### src/rtl/conv_seq_ctrl_pkg.sv
// Shared constants and types for the convolution sequencing controller.
// Geometry is fixed: 14x14 image, 3x3 kernel, 2x2 max-pool, 6x6 pooled output.
// Contents: state enum, geometry and address-width localparams, and the pipelined flag bundle.
package conv_pkg;

  localparam int IMG_W   = 14;
  localparam int K       = 3;
  localparam int OUT_W   = (IMG_W - K + 1) / 2;
  localparam int OUT_NUM = OUT_W * OUT_W;
  localparam int TAPS    = K * K;
  localparam int CNT_W   = 16;

  localparam int PIX_CW = $clog2(IMG_W);
  localparam int ADDR_W = $clog2(OUT_NUM);
  localparam int TAP_W  = $clog2(TAPS);

  typedef enum logic [2:0] {
    IDLE  = 3'd0,
    LOAD  = 3'd1,
    FLUSH = 3'd2,
    OUT   = 3'd3,
    DONE  = 3'd4
  } state_e;

  // Flags that travel with a window pixel until its conv result appears.
  typedef struct packed {
    logic win;
    logic pool_done;
    logic row_first;
    logic col_first;
  } flag_t;

endpackage

### src/rtl/conv_seq_ctrl_if.sv
// Handshake and control bus between the input/datapath side and conv_seq_ctrl.
// master = the controller (drives strobes, addresses and flags); slave = datapath/top side.
// frame_cycles exists only when CONV_SEQ_PERF_CNT_EN is defined.
interface conv_seq_ctrl_if;
  import conv_pkg::*;

  logic              in_valid;
  logic              w_load_en;
  logic [TAP_W-1:0]  w_idx;
  logic              pix_en;
  logic              win_valid;
  logic              pool_row_first;
  logic              pool_col_first;
  logic              res_wr_en;
  logic [ADDR_W-1:0] res_wr_addr;
  logic              res_rd_en;
  logic [ADDR_W-1:0] res_rd_addr;
  logic              out_valid;
  logic              busy;
`ifdef CONV_SEQ_PERF_CNT_EN
  logic [CNT_W-1:0]  frame_cycles;

  modport master (
    input  in_valid,
    output w_load_en, w_idx, pix_en, win_valid, pool_row_first, pool_col_first,
           res_wr_en, res_wr_addr, res_rd_en, res_rd_addr, out_valid, busy, frame_cycles
  );
  modport slave (
    output in_valid,
    input  w_load_en, w_idx, pix_en, win_valid, pool_row_first, pool_col_first,
           res_wr_en, res_wr_addr, res_rd_en, res_rd_addr, out_valid, busy, frame_cycles
  );
`else
  modport master (
    input  in_valid,
    output w_load_en, w_idx, pix_en, win_valid, pool_row_first, pool_col_first,
           res_wr_en, res_wr_addr, res_rd_en, res_rd_addr, out_valid, busy
  );
  modport slave (
    output in_valid,
    input  w_load_en, w_idx, pix_en, win_valid, pool_row_first, pool_col_first,
           res_wr_en, res_wr_addr, res_rd_en, res_rd_addr, out_valid, busy
  );
`endif

endinterface

### src/rtl/conv_seq_ctrl_flag_pipe.sv
// Delays the window/pool flag bundle by DEPTH cycles to line up with the datapath conv result.
// Latency: exactly DEPTH cycles; shifts every cycle, entries without win set are carried as all-zero.
// Backpressure: none; input stalls simply inject empty entries so alignment is kept.
// Ports: clk, rst_n (async active-low), din (flags of the current pixel), dout (flags DEPTH cycles ago).
module conv_flag_pipe
  import conv_pkg::*;
#(
  parameter int DEPTH = 4
) (
  input  logic  clk,
  input  logic  rst_n,
  input  flag_t din,
  output flag_t dout
);

  flag_t sr [DEPTH];

  always_ff @(posedge clk or negedge rst_n) begin
    if (!rst_n) begin
      for (int i = 0; i < DEPTH; i++) sr[i] <= '0;
    end else begin
      // Qualify on entry so downstream never sees stray pool flags.
      sr[0] <= din.win ? din : '0;
      for (int i = 1; i < DEPTH; i++) sr[i] <= sr[i-1];
    end
  end

  assign dout = sr[DEPTH-1];

endmodule

### src/rtl/conv_seq_ctrl.sv
// Sequencing controller: counts streamed pixels/weights, flags windows and pool alignment, runs result buffer.
// Latency: pix/weight strobes same cycle as in_valid; write strobes PIPE_LAT later; 36-word burst after flush.
// Backpressure: in_valid=0 stalls the frame; in_valid outside IDLE/LOAD is ignored (never consumed).
// Ports: clk, rst_n (async active-low), bus (conv_seq_ctrl_if.master).
// Optional: CONV_SEQ_PERF_CNT_EN adds bus.frame_cycles (cycles from first beat through DONE, saturating).
module conv_seq_ctrl
  import conv_pkg::*;
#(
  parameter int PIPE_LAT = 4
) (
  input logic             clk,
  input logic             rst_n,
  conv_seq_ctrl_if.master bus
);

  localparam logic [2:0] ST_IDLE  = IDLE;
  localparam logic [2:0] ST_LOAD  = LOAD;
  localparam logic [2:0] ST_FLUSH = FLUSH;
  localparam logic [2:0] ST_OUT   = OUT;
  localparam logic [2:0] ST_DONE  = DONE;

  localparam logic [PIX_CW-1:0] LAST_RC   = PIX_CW'(IMG_W - 1);
  localparam logic [PIX_CW-1:0] WIN_START = PIX_CW'(K - 1);
  localparam logic [PIX_CW-1:0] TAP_NUM   = PIX_CW'(TAPS);
  localparam logic [ADDR_W-1:0] LAST_ADDR = ADDR_W'(OUT_NUM - 1);
  localparam logic [ADDR_W-1:0] ADDR_NUM  = ADDR_W'(OUT_NUM);

  logic [2:0]        state, state_nxt;
  logic [PIX_CW-1:0] row, col;
  logic [ADDR_W-1:0] wr_cnt, rd_cnt;
  logic              out_vld_q;
  logic              accept, last_pix, win, wr_en, rd_en;
  flag_t             flag_in, flag_out;

  // Gated by rst_n so every output reads 0 for the whole reset period.
  assign accept   = bus.in_valid & rst_n & ((state == ST_IDLE) | (state == ST_LOAD));
  assign last_pix = (row == LAST_RC) & (col == LAST_RC);
  assign win      = accept & (row >= WIN_START) & (col >= WIN_START);

  // cr = row-2 and cc = col-2 have the same parity as row and col.
  assign flag_in = '{win: win, pool_done: row[0] & col[0], row_first: ~row[0], col_first: ~col[0]};

  conv_flag_pipe #(.DEPTH(PIPE_LAT)) u_flag_pipe (
    .clk  (clk),
    .rst_n(rst_n),
    .din  (flag_in),
    .dout (flag_out)
  );

  assign wr_en = flag_out.win & flag_out.pool_done;
  assign rd_en = (state == ST_OUT);

  always_comb begin
    state_nxt = state;
    case (state)
      ST_IDLE:  if (accept) state_nxt = ST_LOAD;
      ST_LOAD:  if (accept && last_pix) state_nxt = ST_FLUSH;
      ST_FLUSH: if (wr_en && (wr_cnt == LAST_ADDR)) state_nxt = ST_OUT;
      ST_OUT:   if (rd_cnt == LAST_ADDR) state_nxt = ST_DONE;
      ST_DONE:  state_nxt = ST_IDLE;
      default:  state_nxt = ST_IDLE;
    endcase
  end

  always_ff @(posedge clk or negedge rst_n) begin
    if (!rst_n) begin
      state     <= ST_IDLE;
      row       <= '0;
      col       <= '0;
      wr_cnt    <= '0;
      rd_cnt    <= '0;
      out_vld_q <= 1'b0;
    end else begin
      state     <= state_nxt;
      out_vld_q <= rd_en;
      // Row-major pixel position; wraps to (0,0) after the last pixel.
      if (accept) begin
        if (col == LAST_RC) begin
          col <= '0;
          row <= (row == LAST_RC) ? '0 : row + 1'b1;
        end else begin
          col <= col + 1'b1;
        end
      end
      // Pooled outputs finish in row-major order, so a plain counter is the address.
      if ((state == ST_IDLE) && accept) wr_cnt <= '0;
      else if (wr_en)                   wr_cnt <= wr_cnt + 1'b1;
      if (rd_en) rd_cnt <= (rd_cnt == LAST_ADDR) ? '0 : rd_cnt + 1'b1;
    end
  end

  assign bus.pix_en         = accept;
  assign bus.w_load_en      = accept & (row == '0) & (col < TAP_NUM);
  assign bus.w_idx          = bus.w_load_en ? TAP_W'(col) : '0;
  assign bus.win_valid      = win;
  assign bus.pool_row_first = flag_out.row_first;
  assign bus.pool_col_first = flag_out.col_first;
  assign bus.res_wr_en      = wr_en;
  assign bus.res_wr_addr    = wr_en ? wr_cnt : '0;
  assign bus.res_rd_en      = rd_en;
  assign bus.res_rd_addr    = rd_en ? rd_cnt : '0;
  assign bus.out_valid      = out_vld_q;
  assign bus.busy           = (state != ST_IDLE);

  a_no_extra_write: assert property (@(posedge clk) disable iff (!rst_n) wr_en |-> (wr_cnt < ADDR_NUM));

`ifdef CONV_SEQ_PERF_CNT_EN
  logic [CNT_W-1:0] cyc_cnt, cnt_inc, fc_q;

  assign cnt_inc = (&cyc_cnt) ? cyc_cnt : cyc_cnt + 1'b1;

  // Starts at 1 so the accepting IDLE cycle is included in the total.
  always_ff @(posedge clk or negedge rst_n) begin
    if (!rst_n) begin
      cyc_cnt <= '0;
      fc_q    <= '0;
    end else begin
      if ((state == ST_IDLE) && accept) cyc_cnt <= CNT_W'(1);
      else if (state != ST_IDLE)        cyc_cnt <= cnt_inc;
      if (state == ST_DONE) fc_q <= cnt_inc;
    end
  end

  assign bus.frame_cycles = fc_q;
`endif

endmodule

### src/flat_wrapper.sv
// flat-port wrapper written by rule: the top's interface ports become plain ports
module conv_seq_ctrl_flat import conv_pkg::*;
#(
  parameter int PIPE_LAT = 4
)
  (clk, rst_n, bus_in_valid, bus_w_load_en, bus_w_idx, bus_pix_en, bus_win_valid, bus_pool_row_first, bus_pool_col_first, bus_res_wr_en, bus_res_wr_addr, bus_res_rd_en, bus_res_rd_addr, bus_out_valid, bus_busy);
  conv_seq_ctrl_if bus_i ();
  input logic clk;
  input logic rst_n;
  input wire logic [$bits(bus_i.in_valid)-1:0] bus_in_valid;
  output wire logic [$bits(bus_i.w_load_en)-1:0] bus_w_load_en;
  output wire logic [$bits(bus_i.w_idx)-1:0] bus_w_idx;
  output wire logic [$bits(bus_i.pix_en)-1:0] bus_pix_en;
  output wire logic [$bits(bus_i.win_valid)-1:0] bus_win_valid;
  output wire logic [$bits(bus_i.pool_row_first)-1:0] bus_pool_row_first;
  output wire logic [$bits(bus_i.pool_col_first)-1:0] bus_pool_col_first;
  output wire logic [$bits(bus_i.res_wr_en)-1:0] bus_res_wr_en;
  output wire logic [$bits(bus_i.res_wr_addr)-1:0] bus_res_wr_addr;
  output wire logic [$bits(bus_i.res_rd_en)-1:0] bus_res_rd_en;
  output wire logic [$bits(bus_i.res_rd_addr)-1:0] bus_res_rd_addr;
  output wire logic [$bits(bus_i.out_valid)-1:0] bus_out_valid;
  output wire logic [$bits(bus_i.busy)-1:0] bus_busy;
  assign bus_i.in_valid = bus_in_valid;
  assign bus_w_load_en = bus_i.w_load_en;
  assign bus_w_idx = bus_i.w_idx;
  assign bus_pix_en = bus_i.pix_en;
  assign bus_win_valid = bus_i.win_valid;
  assign bus_pool_row_first = bus_i.pool_row_first;
  assign bus_pool_col_first = bus_i.pool_col_first;
  assign bus_res_wr_en = bus_i.res_wr_en;
  assign bus_res_wr_addr = bus_i.res_wr_addr;
  assign bus_res_rd_en = bus_i.res_rd_en;
  assign bus_res_rd_addr = bus_i.res_rd_addr;
  assign bus_out_valid = bus_i.out_valid;
  assign bus_busy = bus_i.busy;
  conv_seq_ctrl #(.PIPE_LAT(PIPE_LAT)) u_core (.clk(clk), .rst_n(rst_n), .bus(bus_i));
endmodule
### config.mk
export PLATFORM = sky130hd
export DESIGN_NAME = conv_seq_ctrl_flat
export DESIGN_NICKNAME = d
export VERILOG_FILES = /design/src/rtl/conv_seq_ctrl_pkg.sv /design/src/rtl/conv_seq_ctrl_if.sv /design/src/rtl/conv_seq_ctrl_flag_pipe.sv /design/src/rtl/conv_seq_ctrl.sv /design/src/flat_wrapper.sv
export SDC_FILE = /design/constraint.sdc
export NUM_CORES = 1
export LEC_CHECK = 0
export ABC_AREA = 1
export CAP_MARGIN = 20
export CORE_MARGIN = 2
export CORE_UTILIZATION = 57
export CTS_CLUSTER_DIAMETER = 200
export DETAILED_ROUTE_END_ITERATION = 8
export PLACE_DENSITY_LB_ADDON = 0.15
export SYNTH_ARGS = -nofsm -noshare
export SYNTH_HDL_FRONTEND = slang
export SYNTH_SLANG_ARGS = --single-unit
### constraint.sdc
create_clock -name clk -period 3.76 [get_ports clk]
set_input_delay 0.564 -clock clk [delete_from_list [all_inputs] [get_ports clk]]
set_output_delay 0.564 -clock clk [all_outputs]
set_load 0.02 [all_outputs]
* Word level (Yosys, flattened, before mapping)
Index checks and enable logic that the tools add are counted.
** Word-level totals
- Output and inout bits :: 25
- Bits of input ports :: 3
- Bits in registers :: 40
- Logic and storage cells :: 75
** Operators by class
- Bitwise logic cells :: 12
- Eq/ne operators :: 11
- $add $sub $neg :: 4
- Magnitude comparators :: 3
- Reductions and logical operators :: 9
- Muxes and demuxes :: 14
** Operators by type and width (count)
- $mux W6 :: 5
- $mux W4 :: 4
- $add A6 B1 Y6 const B :: 2
- $eq A6 B6 Y1 const B :: 2
- $mux W3 :: 4
- $pmux W3 S4 :: 1
- $and A1 B1 Y1 :: 9
- $add A4 B1 Y4 const B :: 2
- $eq A4 B4 Y1 const B :: 2
- $ge A4 B2 Y1 const B :: 2
- $eq A3 B2 Y1 const B :: 2
- $logic_not A4 Y1 :: 1
- $lt A4 B4 Y1 const B :: 1
- $ne A2 B1 Y1 const B :: 2
- $ne A2 B2 Y1 const B :: 2
- $reduce_and A4 Y1 :: 1
- $eq A3 B1 Y1 const B :: 1
- $logic_and A1 B1 Y1 :: 3
- $logic_not A3 Y1 :: 1
- $reduce_bool A3 Y1 :: 1
- $not A1 Y1 :: 2
- $reduce_and A2 Y1 :: 1
- $reduce_bool A2 Y1 :: 1
- $or A1 B1 Y1 :: 1

* Longest topological paths before layout
Gate-level depths: netlist of run 1.
- Word-level depth :: 6
- Mapped depth :: 9
- Depth with buffers taken out :: 9

* Cells and area by module
From an unflattened synthesis of run 1, not the netlist that was laid out.
** Second synthesis, totals
- Cell total of the unflattened synthesis :: 213
- Area total of the unflattened synthesis :: 1849.3 um^2
** By module, submodules not included
- conv_seq_ctrl :: cells each 187, area an instance 1396.3 um^2, sequential area each 600.6 um^2, instances 1
- conv_flag_pipe :: cells each 26, area an instance 452.9 um^2, sequential area each 400.4 um^2, instances 1

* Worst setup path before layout of run 1
Ideal clock, no wire load.
- Path kind :: register to output
- Start :: reg u_core.state[0]
- End :: out bus_w_idx[1]
- Required time :: 3.196 ns
- Cell stages (with the launch flop) :: 8
- Buffers on the path :: 0
- Data arrival time :: 1.441 ns
- Setup slack :: 1.755 ns
- Path through :: dfrtp_1 -> nor2_2 -> nand2_2 -> nand2_2 -> nand2_4 -> inv_2 -> nand3_2 -> nor2_1
** Between the ends
- Longest elaborated chain between the ends :: 6
- Elaborated cells on any way between the ends :: 7
- Those cells by class :: eq/ne: 1; mux: 1; bitwise: 4; reduce/logical: 1
** RTL lines
- start, declared :: line conv_seq_ctrl.sv:28 : logic [2:0] state, state_nxt;
- start signal, assigned :: line conv_seq_ctrl.sv:74 : state <= state_nxt;
- $eq A3 B1 Y1 or $logic_not A3 Y1 (tied branches) :: line conv_seq_ctrl.sv:36 : assign accept = bus.in_valid & rst_n & ((state == ST_IDLE) | (state == ST_LOAD));
- $or A1 B1 Y1 (*) :: line conv_seq_ctrl.sv:36
- $and A1 B1 Y1 (*) :: line conv_seq_ctrl.sv:36
- via bus_pix_en :: line flat_wrapper.sv:13 : output wire logic [$bits(bus_i.pix_en)-1:0] bus_pix_en;
- $and A1 B1 Y1 (*) (2 in series) :: line conv_seq_ctrl.sv:93 : assign bus.w_load_en = accept & (row == '0) & (col < TAP_NUM);
- $mux W4 (*) :: line conv_seq_ctrl.sv:94 : assign bus.w_idx = bus.w_load_en ? TAP_W'(col) : '0;
- end, declared :: line flat_wrapper.sv:12 : output wire logic [$bits(bus_i.w_idx)-1:0] bus_w_idx;
Mark *: on every way through the listed nets, which the timed path passes. The rest lies on a longest branch.

* Worst setup path in the final report of run 1
- Start :: in bus_in_valid
- End :: out bus_w_idx[2]
** Between the ends
- Longest elaborated chain between the ends :: 5
** RTL lines
- start, declared :: line flat_wrapper.sv:10 : input wire logic [$bits(bus_i.in_valid)-1:0] bus_in_valid;
- $and A1 B1 Y1 (2 in series) :: line conv_seq_ctrl.sv:36
- $and A1 B1 Y1 (2 in series) :: line conv_seq_ctrl.sv:93
- $mux W4 :: line conv_seq_ctrl.sv:94
Every way passes these cells.

==> results of run 1 <==
==> cells in the mapped netlist, types with 2 or more instances <==
master    n
ha_1      2
nand2_1  35
a21oi_1   5
nor3_1    8
dfrtp_1  40
nand3_1  11
o21ai_1   3
nand3_2   2
nand4_1   2
buf_2     2
nor3b_1   2
nor2_1   37
nor2_2    2
xor2_1    3
inv_2     2
nand2_2   3
o21ai_0   6
inv_1    36
==> cells by family after synthesis <==
family	share of synthesized area
and+or+nand+nor	0.281
buffers and inverters	0.0847
DFF	0.556
AOI/OAI and AO/OA	0.0507
xor gates and xnor gates	0.0146
adders and majority gates	0.0139
==> layout make-up <==
| class | instances | area, um^2 |
|---|---|---|
| inverter | 38 | 143 |
| fill | 252 | 823 |
| clock inverter | 3 | 47.5 |
| sequential | 40 | 1000 |
| multi-input combinational | 130 | 648 |
| timing repair buffer | 28 | 273 |
| tap | 44 | 55.1 |
| clock buffer | 5 | 37.5 |
==> sequential cells by signal (all words and copies together), names as in the netlist <==
signal                   count
u_core.row                   4
u_core.wr_cnt                6
u_core.state                 3
u_core.u_flag_pipe.dout      4
u_core.rd_cnt                6
u_core.u_flag_pipe.sr       12
u_core.bus.out_valid         1
u_core.col                   4
==> worst min-delay path by stage <==
stage | startpoint | to | slack, ns | cells after the start
final | rst_n | u_core.u_flag_pipe.dout[2] | 0.28 | 2
after global routing | rst_n | u_core.u_flag_pipe.dout[2] | 0.30 | 2
after CTS | rst_n | u_core.u_flag_pipe.dout[3] | 0.29 | 2
after detailed placement | u_core.u_flag_pipe.sr[7] | u_core.u_flag_pipe.dout[3] | 0.34 | 0
after global placement | u_core.u_flag_pipe.sr[15] | u_core.u_flag_pipe.sr[11] | 0.33 | 0
after floorplan | rst_n | u_core.bus.out_valid | 0.27 | 0
==> power by group through the flow <==
stage / Clock, mW / Sequential (mW) / Combinational, mW
2_1_floorplan: 0 / 0.441 / 0.00312
4_1_cts: 0.297 / 0.432 / 0.0149
5_1_grt: 0.311 / 0.433 / 0.0167
6_report: 0.285 / 0.432 / 0.0141
3_5_place_dp: 0 / 0.441 / 0.0149
3_3_place_gp: 0 / 0.441 / 0.0141
==> routing by layer <==
| layer | vias to the layer above | global-route usage | share of wire |
|---|---|---|---|
| li1 | 715 | - | - |
| met1 | 663 | 0.268 | 0.42 |
| met2 | 42 | 0.354 | 0.51 |
| met3 | 5 | 0.0584 | 0.055 |
| met4 | 0 | 0.102 | 0.016 |
| met5 | - | 0 | 0 |
==> worst register-to-register path: stages, from the launching register on <==
cell,delay (ns)
dfrtp_1,0.43
inv_1,0.08
nand3_1,0.30
inv_1,0.30
nand2_1,0.16
nand2_1,0.09
inv_1,0.07
nand3_1,0.08
nand2_1,0.05
==> results.json, run 1 <==
{
  "vias": 1425,
  "maxSlewHeadroom": 0.672,
  "syn_inst": 210,
  "tightestPinTransition_ns": 0.492,
  "setup-tns-final_ns": 0,
  "drive_gt1_frac": 0.0943,
  "cp_top_family": "buffers and inverters",
  "syn_nets": 215,
  "final_common_cell": "dfrtp_1",
  "initial_core_util": 0.595,
  "core-area_um2": 3030,
  "synth_area_leaders": "dfrtp_1 56%, nor2_1 7.7%, inv_1 7.5%",
  "die_w_um": 60.2,
  "p_clk_frac": 0.390,
  "grt_overflow": 0,
  "cts_tree": "yes",
  "synth.avg_cell_area_um2": 8.58,
  "worst_r2r_endpoint": "u_core.state[0]",
  "gp_congestion": 0.865,
  "finalHoldViolations": 0,
  "start_kind": "input port",
  "regToRegStartpoint": "u_core.state[2]",
  "dpl.hpwl_um": 2560,
  "path_clk_slew_ns": 0.12,
  "rows": 20,
  "hold_class": "in2async",
  "outcome": "finished clean",
  "htree_levels": 2,
  "clockBufferDepth": 2,
  "stdcell_count": 288,
  "max_freq_mhz": 349,
  "final_antenna_net_count": 0,
  "arrival_ns": 2.30,
  "io_pins": 28,
  "yosys.area.top_type": "dfrtp_1",
  "critPathKind": "in2out",
  "cp_cell_sequence": "clkdlybuf4s50_1, nand2_1, inv_1, nand2_4, inv_2, nand3_2, nor2_1, clkdlybuf4s50_1",
  "finish.net_count": 248,
  "netlist_area_um2": 1800,
  "worst_slack_ns": 0.891,
  "endpoint": "bus_w_idx[2]",
  "sequentialPowerShare": 0.591,
  "finish.utilization": 0.728,
  "dp.cells": 280,
  "cts_root_buf": "clkbuf_4",
  "drtPass1Iterations": 4,
  "ff2ff_setup_slack_ns": 2.10,
  "ys_ff_latch": 40,
  "finalPower_uw": 732,
  "numClockSinks": 40,
  "cts_setup_buffers": 0,
  "antenna_found_initial": 0,
  "synth.top_cell.area_share": 0.556,
  "synth.distinct_cells": 27,
  "ctsResizeCount": 0,
  "wl_per_cell_um": 11.8,
  "whs_ns": 0.282,
  "dpl_cell_area_um2": 2120,
  "synth_edf_count": 0,
  "cpMaxStageDelayCell": "clkdlybuf4s50_1",
  "cpMostUsedCell": "clkdlybuf4s50_1",
  "cts_buffers": 5,
  "critPathCaptureType": "primary output",
  "switching_share": 0.212,
  "seq_area_frac_synth": 0.556,
  "drt-total-wl_um": 3390,
  "critPathLaunch": "bus_in_valid",
  "drc": 0,
  "power_leakage_nw": 1.07,
  "fin_worst_skew_ns": 0.00401,
  "postCtsHoldBufs": 0,
  "combPwrFrac": 0.019,
  "worst-path-stages": 8,
  "maxCapViolations": 0,
  "stdcell_area_um2": 2200,
  "powerDensity_nw_per_um2": 332,
  "maxSlewViolCount": 0,
  "p_int_uw": 576,
  "vias_per_cell": 4.95,
  "finalSetupViolCount": 0,
  "required_ns": 3.20,
  "port_buffers": 27,
  "crit_fanout": 5,
  "die_height_um": 60.2,
  "worst-path-buf-inv": 4,
  "place_ws_ns": 0.880,
  "r2r_cells": 8,
  "grt_pass1_vias": 1379,
  "area_growth_pct": 22.4,
  "fin_crit_ns": 2.87,
  "crit_path_max_incr_delay_ns": 0.62,
  "diodes": 0,
  "dieArea_um2": 3630,
  "irDropWorstVdd_mv": 0.235,
  "drt_iter0_markers": 73,
  "power_switching_uw": 155,
  "synthFlopType": "dfrtp_1",
  "grt_max_degree": 41,
  "grt_pass1_wl_um": 5720,
  "ys_warn_count": 0,
  "insertion_delay_ns": 0.34,
  "layout_common_cells": "40 x dfrtp_1, 37 x nor2_1, 36 x inv_1",
  "track_usage": 0.217,
  "rsz0062_at_grt": "false",
  "synth-async-reset-ratio": 1.00,
  "period_share": 0.763
}
Note: power is estimated with default switching activity, not from simulation.
==> inputs of run 2 (changes only) <==
--- a/config.mk
+++ b/config.mk
@@ -8,7 +8,7 @@
 export ABC_AREA = 1
 export CAP_MARGIN = 20
 export CORE_MARGIN = 2
-export CORE_UTILIZATION = 57
+export CORE_UTILIZATION = 52
 export CTS_CLUSTER_DIAMETER = 200
 export DETAILED_ROUTE_END_ITERATION = 8
 export PLACE_DENSITY_LB_ADDON = 0.15
==> constraint.sdc (replaced) <==
create_clock -name clk -period 2.7 [get_ports clk]
set_input_delay 0.405 -clock clk [delete_from_list [all_inputs] [get_ports clk]]
set_output_delay 0.405 -clock clk [all_outputs]
set_load 0.02 [all_outputs]
==> run 2 against run 1 <==
Hold slack worse by 0.16 ns. Via count down 3.4%. Register-to-register slack worse by 0.96 ns. Flip-flop and latch count unchanged. Sequential share of layout area down 0.43 points. Clock skew up 0.0037 ns. Wire length down 11%. Global-route usage down 4.5 points. Combinational power up 38%. Setup slack worse by 0.73 ns. Clock power up 38%. Critical path type is now reg2out.
==> results.json, run 2 (synthesis results as in run 1) <==
{
  "cpMaxStageDelayCell": "clkdlybuf4s50_1",
  "period_share": 0.942,
  "rsz0062_at_grt": "false",
  "place_ws_ns": 0.178,
  "maxSlewHeadroom": 0.672,
  "cts_root_buf": "clkbuf_4",
  "largest_reg_flops": 12,
  "drt_iter0_markers": 59,
  "maxCapViolations": 0,
  "required_ns": 2.30,
  "die_height_um": 62.9,
  "crit_fanout": 5,
  "path_clk_slew_ns": 0.12,
  "die_w_um": 62.9,
  "reg.largest.list": "u_core.u_flag_pipe.sr: 12 flops, u_core.rd_cnt: 6 flops, u_core.wr_cnt: 6 flops",
  "dpl.hpwl_um": 2240,
  "area_growth_pct": 23.5,
  "hold_class": "in2async",
  "finalSetupViolCount": 0,
  "drtPass1Iterations": 4,
  "gp_congestion": 0.840,
  "finalHoldViolations": 0,
  "sequentialPowerShare": 0.593,
  "core-area_um2": 3340,
  "rows": 21,
  "numClockSinks": 40,
  "dieArea_um2": 3950,
  "maxSlewViolCount": 0,
  "final_antenna_net_count": 0,
  "tightestPinTransition_ns": 0.492,
  "htree_levels": 2,
  "arrival_ns": 2.14,
  "power_switching_uw": 212,
  "fin_worst_skew_ns": 0.00770,
  "cts_buffers": 5,
  "drc": 0,
  "crit_path_max_incr_delay_ns": 0.60,
  "vias_per_cell": 4.73,
  "diodes": 0,
  "irDropWorstVdd_mv": 0.298,
  "fill_cells": 292,
  "critPathKind": "reg2out",
  "combPwrFrac": 0.019,
  "powerDensity_nw_per_um2": 456,
  "layout_common_cells": "40 x dfrtp_1, 37 x nor2_1, 36 x inv_1",
  "switching_share": 0.209,
  "insertion_delay_ns": 0.34,
  "outcome": "finished clean",
  "cpMostUsedCell": "nand2_2",
  "cts_tree": "yes",
  "antenna_found_initial": 0,
  "drt-total-wl_um": 3010,
  "p_int_uw": 803,
  "fin_crit_ns": 2.54,
  "wl_per_cell_um": 10.3,
  "start_kind": "flop",
  "worst_slack_ns": 0.157,
  "critPathCaptureType": "primary output",
  "finish.net_count": 249,
  "power_leakage_nw": 1.17,
  "initial_core_util": 0.540,
  "final_common_cell": "dfrtp_1",
  "dp.cells": 283,
  "drive_gt1_frac": 0.0980,
  "grt_overflow": 0,
  "ff2ff_setup_slack_ns": 1.14,
  "finalPower_mw": 1.02,
  "setup-tns-final_ns": 0,
  "finish.utilization": 0.667,
  "grt_max_degree": 41,
  "p_clk_frac": 0.388,
  "track_usage": 0.172,
  "regMostFlops": "u_core.u_flag_pipe.sr",
  "max_freq_mhz": 393,
  "vias": 1377,
  "io_pins": 28,
  "stdcell_count": 291,
  "cp_cell_sequence": "nor2_2, nand2_2, nand2_2, nand2_4, inv_2, nand3_2, inv_1, clkdlybuf4s50_1",
  "port_buffers": 27,
  "clockBufferDepth": 2,
  "grt_pass1_vias": 1302,
  "grt_pass1_wl_um": 5420
}
[run 2: cell count changes in the layout (fill, tap and decap cells not counted)]
cell,change
inv_6,+1
clkinvlp_4,+1
clkinv_4,-2
dlymetal6s2s_1,+5
buf_4,+1
clkdlybuf4s50_1,-5
[run 2: metrics by stage]
stage | hold slack [ns] | area, um^2
final | 0.121 | 2230
after global routing | 0.149 | 2230
after CTS | 0.130 | 2210
after detailed placement | 0.335 | 2130
after global placement | 0.332 | 2130
after floorplan | 0.109 | 1800
[run 2: worst paths after layout]
check,from,end,cells after the start
worst max-delay path,u_core.state[0],bus_w_load_en,8
min in group clk,u_core.u_flag_pipe.sr[15],u_core.u_flag_pipe.sr[11],0
worst min-delay path,rst_n,u_core.u_flag_pipe.sr[7],2
worst min register to register,u_core.u_flag_pipe.sr[15],u_core.u_flag_pipe.sr[11],0
max in group asynchronous,rst_n,u_core.bus.out_valid,2
worst max register to register,u_core.state[0],u_core.state[1],8
[run 2: power by group through the flow]
stage / Sequential, mW / Combinational (mW) / Clock, mW
after floorplan: 0.613 / 0.00435 / 0
after global placement: 0.614 / 0.0201 / 0
after detailed placement: 0.614 / 0.0203 / 0
after CTS: 0.602 / 0.0204 / 0.408
after global routing: 0.603 / 0.0233 / 0.439
final: 0.602 / 0.0194 / 0.393
[run 2: metal layers]
metal / up-vias / share of wire / GRT usage
met5: - / 0 / 0
met4: 0 / 0.013 / 0.0500
met3: 6 / 0.042 / 0.0505
met2: 26 / 0.45 / 0.269
met1: 625 / 0.49 / 0.234
li1: 720 / - / -
[run 2: timing repair]
item	4_1_cts	5_1_grt
hold buffers	0	0
setup buffers	0	0
endpoints found under the setup margin	0	5
gates resized for setup	0	5
[run 2: cell type report]
class,instances,area (um^2),area share
timing repair buffer,29,293,0.132
multi-input combinational,130,648,0.291
inverter,38,143,0.0641
tap,46,57.6,0.0259
clock inverter,3,46.3,0.0208
sequential,40,1000,0.450
clock buffer,5,37.5,0.0169
[run 2: critical path, delay by kind of cell (launching register included)]
family,cells,cell delay [ns]
flops,1,0.46
buf+inv,3,0.78
simple gates,5,0.56
==> inputs of run 3 (changes only) <==
--- a/config.mk
+++ b/config.mk
@@ -11,6 +11,7 @@
 export CORE_UTILIZATION = 52
 export CTS_CLUSTER_DIAMETER = 200
 export DETAILED_ROUTE_END_ITERATION = 8
+export GPL_TIMING_DRIVEN = 0
 export PLACE_DENSITY_LB_ADDON = 0.15
 export SYNTH_ARGS = -nofsm -noshare
 export SYNTH_HDL_FRONTEND = slang
==> run 3 against run 2 <==
Hold slack gained 0.24 ns. Largest power group unchanged. Critical endpoint is now bus_pix_en. Critical path depth shrank 1. Wire length grew 4.3%. Core utilization grew 1.2 points. First-iteration DRC count grew 83%.
==> results.json, run 3 (synthesis results as in run 1) <==
{
  "rows": 21,
  "vias": 1414,
  "dieArea_um2": 3950,
  "grt_overflow": 0,
  "final_antenna_net_count": 0,
  "hold_class": "reg2reg",
  "vias_per_cell": 4.83,
  "regMostFlops": "u_core.u_flag_pipe.sr",
  "htree_levels": 2,
  "maxSlewHeadroom": 0.787,
  "layout_common_cells": "40 x dfrtp_1, 37 x nor2_1, 36 x inv_1",
  "drtPass1Iterations": 4,
  "insertion_delay_ns": 0.35,
  "drc": 0,
  "start_kind": "input port",
  "rsz0062_at_grt": "false",
  "power_leakage_nw": 1.20,
  "clockBufferDepth": 2,
  "cts_root_buf": "clkbuf_4",
  "io_pins": 28,
  "wl_per_cell_um": 10.7,
  "whs_ns": 0.364,
  "fin_crit_ns": 2.51,
  "outcome": "finished clean",
  "irDropWorstVdd_mv": 0.236,
  "powerDensity_nw_per_um2": 454,
  "max_freq_mhz": 398,
  "tightestPinTransition_ns": 0.316,
  "cts_tree": "yes",
  "drive_gt1_frac": 0.101,
  "finalSetupViolCount": 0,
  "core-area_um2": 3340,
  "cts_setup_buffers": 0,
  "fin_worst_skew_ns": 0.00881,
  "reg.largest.list": "u_core.u_flag_pipe.sr: 12 flops, u_core.rd_cnt: 6 flops, u_core.wr_cnt: 6 flops",
  "finish.net_count": 251,
  "arrival_ns": 2.11,
  "initial_core_util": 0.540,
  "die_height_um": 62.9,
  "grt_max_degree": 42,
  "stdcell_area_um2": 2270,
  "grt_pass1_wl_um": 5630,
  "finalHoldViolations": 0,
  "die_w_um": 62.9,
  "dpl_cell_area_um2": 2120,
  "required_ns": 2.30,
  "place_ws_ns": -0.287,
  "largest_reg_flops": 12,
  "period_share": 0.931,
  "cts_buffers": 5,
  "maxSlewViolCount": 0,
  "critPathCaptureType": "primary output",
  "drt-total-wl_um": 3140,
  "final_common_cell": "dfrtp_1",
  "path_clk_slew_ns": 0.12,
  "maxCapViolations": 0,
  "critPathKind": "in2out",
  "numClockSinks": 40,
  "antenna_found_initial": 0,
  "port_buffers": 27,
  "gp_congestion": 0.820,
  "drt_iter0_markers": 108,
  "diodes": 0,
  "crit_fanout": 5,
  "area_growth_pct": 25.8,
  "track_usage": 0.180,
  "dpl.hpwl_um": 2180,
  "worst_slack_ns": 0.187,
  "grt_pass1_vias": 1328
}
[run 3: changes by cell type in the layout (fill, tap and decap cells not counted)]
cell,change
clkdlybuf4s50_1,-1
buf_16,+1
dlygate4sd3_1,+1
buf_4,-2
dlymetal6s2s_1,+1
buf_2,+1
buf_6,+1
[run 3: area by class of cell]
type / instances / area [um^2]
plain buffers: 2 / 10.0
flip-flops and latches: 40 / 1000
inverters: 38 / 143
fillers: 290 / 1070
repair buffers: 29 / 324
well taps: 46 / 57.6
clock inverters: 3 / 46.3
clock buffers: 5 / 37.5
multi-input cells: 130 / 648
[run 3: path summary, 6_finish.rpt]
check / cells after the start / slack [ns] / startpoint / to
hold reg to reg: 0 / 0.36 / u_core.u_flag_pipe.sr[11] / u_core.u_flag_pipe.sr[7]
max in group asynchronous: 3 / 1.97 / rst_n / u_core.col[3]
setup / recovery: 7 / 0.19 / rst_n / bus_pix_en
setup reg to reg: 8 / 1.31 / u_core.state[0] / u_core.row[1]
min in group asynchronous: 3 / 0.55 / rst_n / u_core.u_flag_pipe.sr[9]
hold / removal: 0 / 0.36 / u_core.u_flag_pipe.sr[11] / u_core.u_flag_pipe.sr[7]
[run 3: power breakdown]
group / switching [mW] / internal, mW
combinational: 0.0160 / 0.00965
clock: 0.204 / 0.198
sequential: 0.00192 / 0.600
[run 3: what timing repair did]
| item | in CTS | in global routing |
|---|---|---|
| resized for setup | 1 | 7 |
| endpoints found under the setup margin | 7 | 6 |
| endpoints found under the hold margin | 0 | 40 |
| hold buffers | 0 | 2 |
| cloned | 0 | 0 |
[run 3: critical path, cell delays in order]
cell	delay, ns
dlygate4sd3_1	0.54
buf_6	0.12
nand2_1	0.09
inv_1	0.12
nand2_4	0.10
inv_2	0.11
clkdlybuf4s50_1	0.61
[run 3: through the flow]
| step | cells | power, mW | setup TNS [ns] | util |
|---|---|---|---|---|
| after floorplan | 210 | 0.618 | 0 | - |
| after global placement | 283 | 0.634 | -19.40 | 0.638 |
| after detailed placement | 283 | 0.633 | -1.64 | 0.637 |
| after CTS | 291 | 1.04 | 0 | 0.663 |
| after global routing | 293 | 1.07 | 0 | 0.679 |
| final | 293 | 1.03 | 0 | 0.679 |
[run 3: layer usage]
layer	routed length [um]	part of all wire	global-route usage	up-vias
met5	0	0	0	-
met2	1410	0.45	0.285	30
li1	-	-	-	724
met4	61	0.019	0.0806	0
met3	144	0.046	0.0505	6
met1	1520	0.49	0.232	654
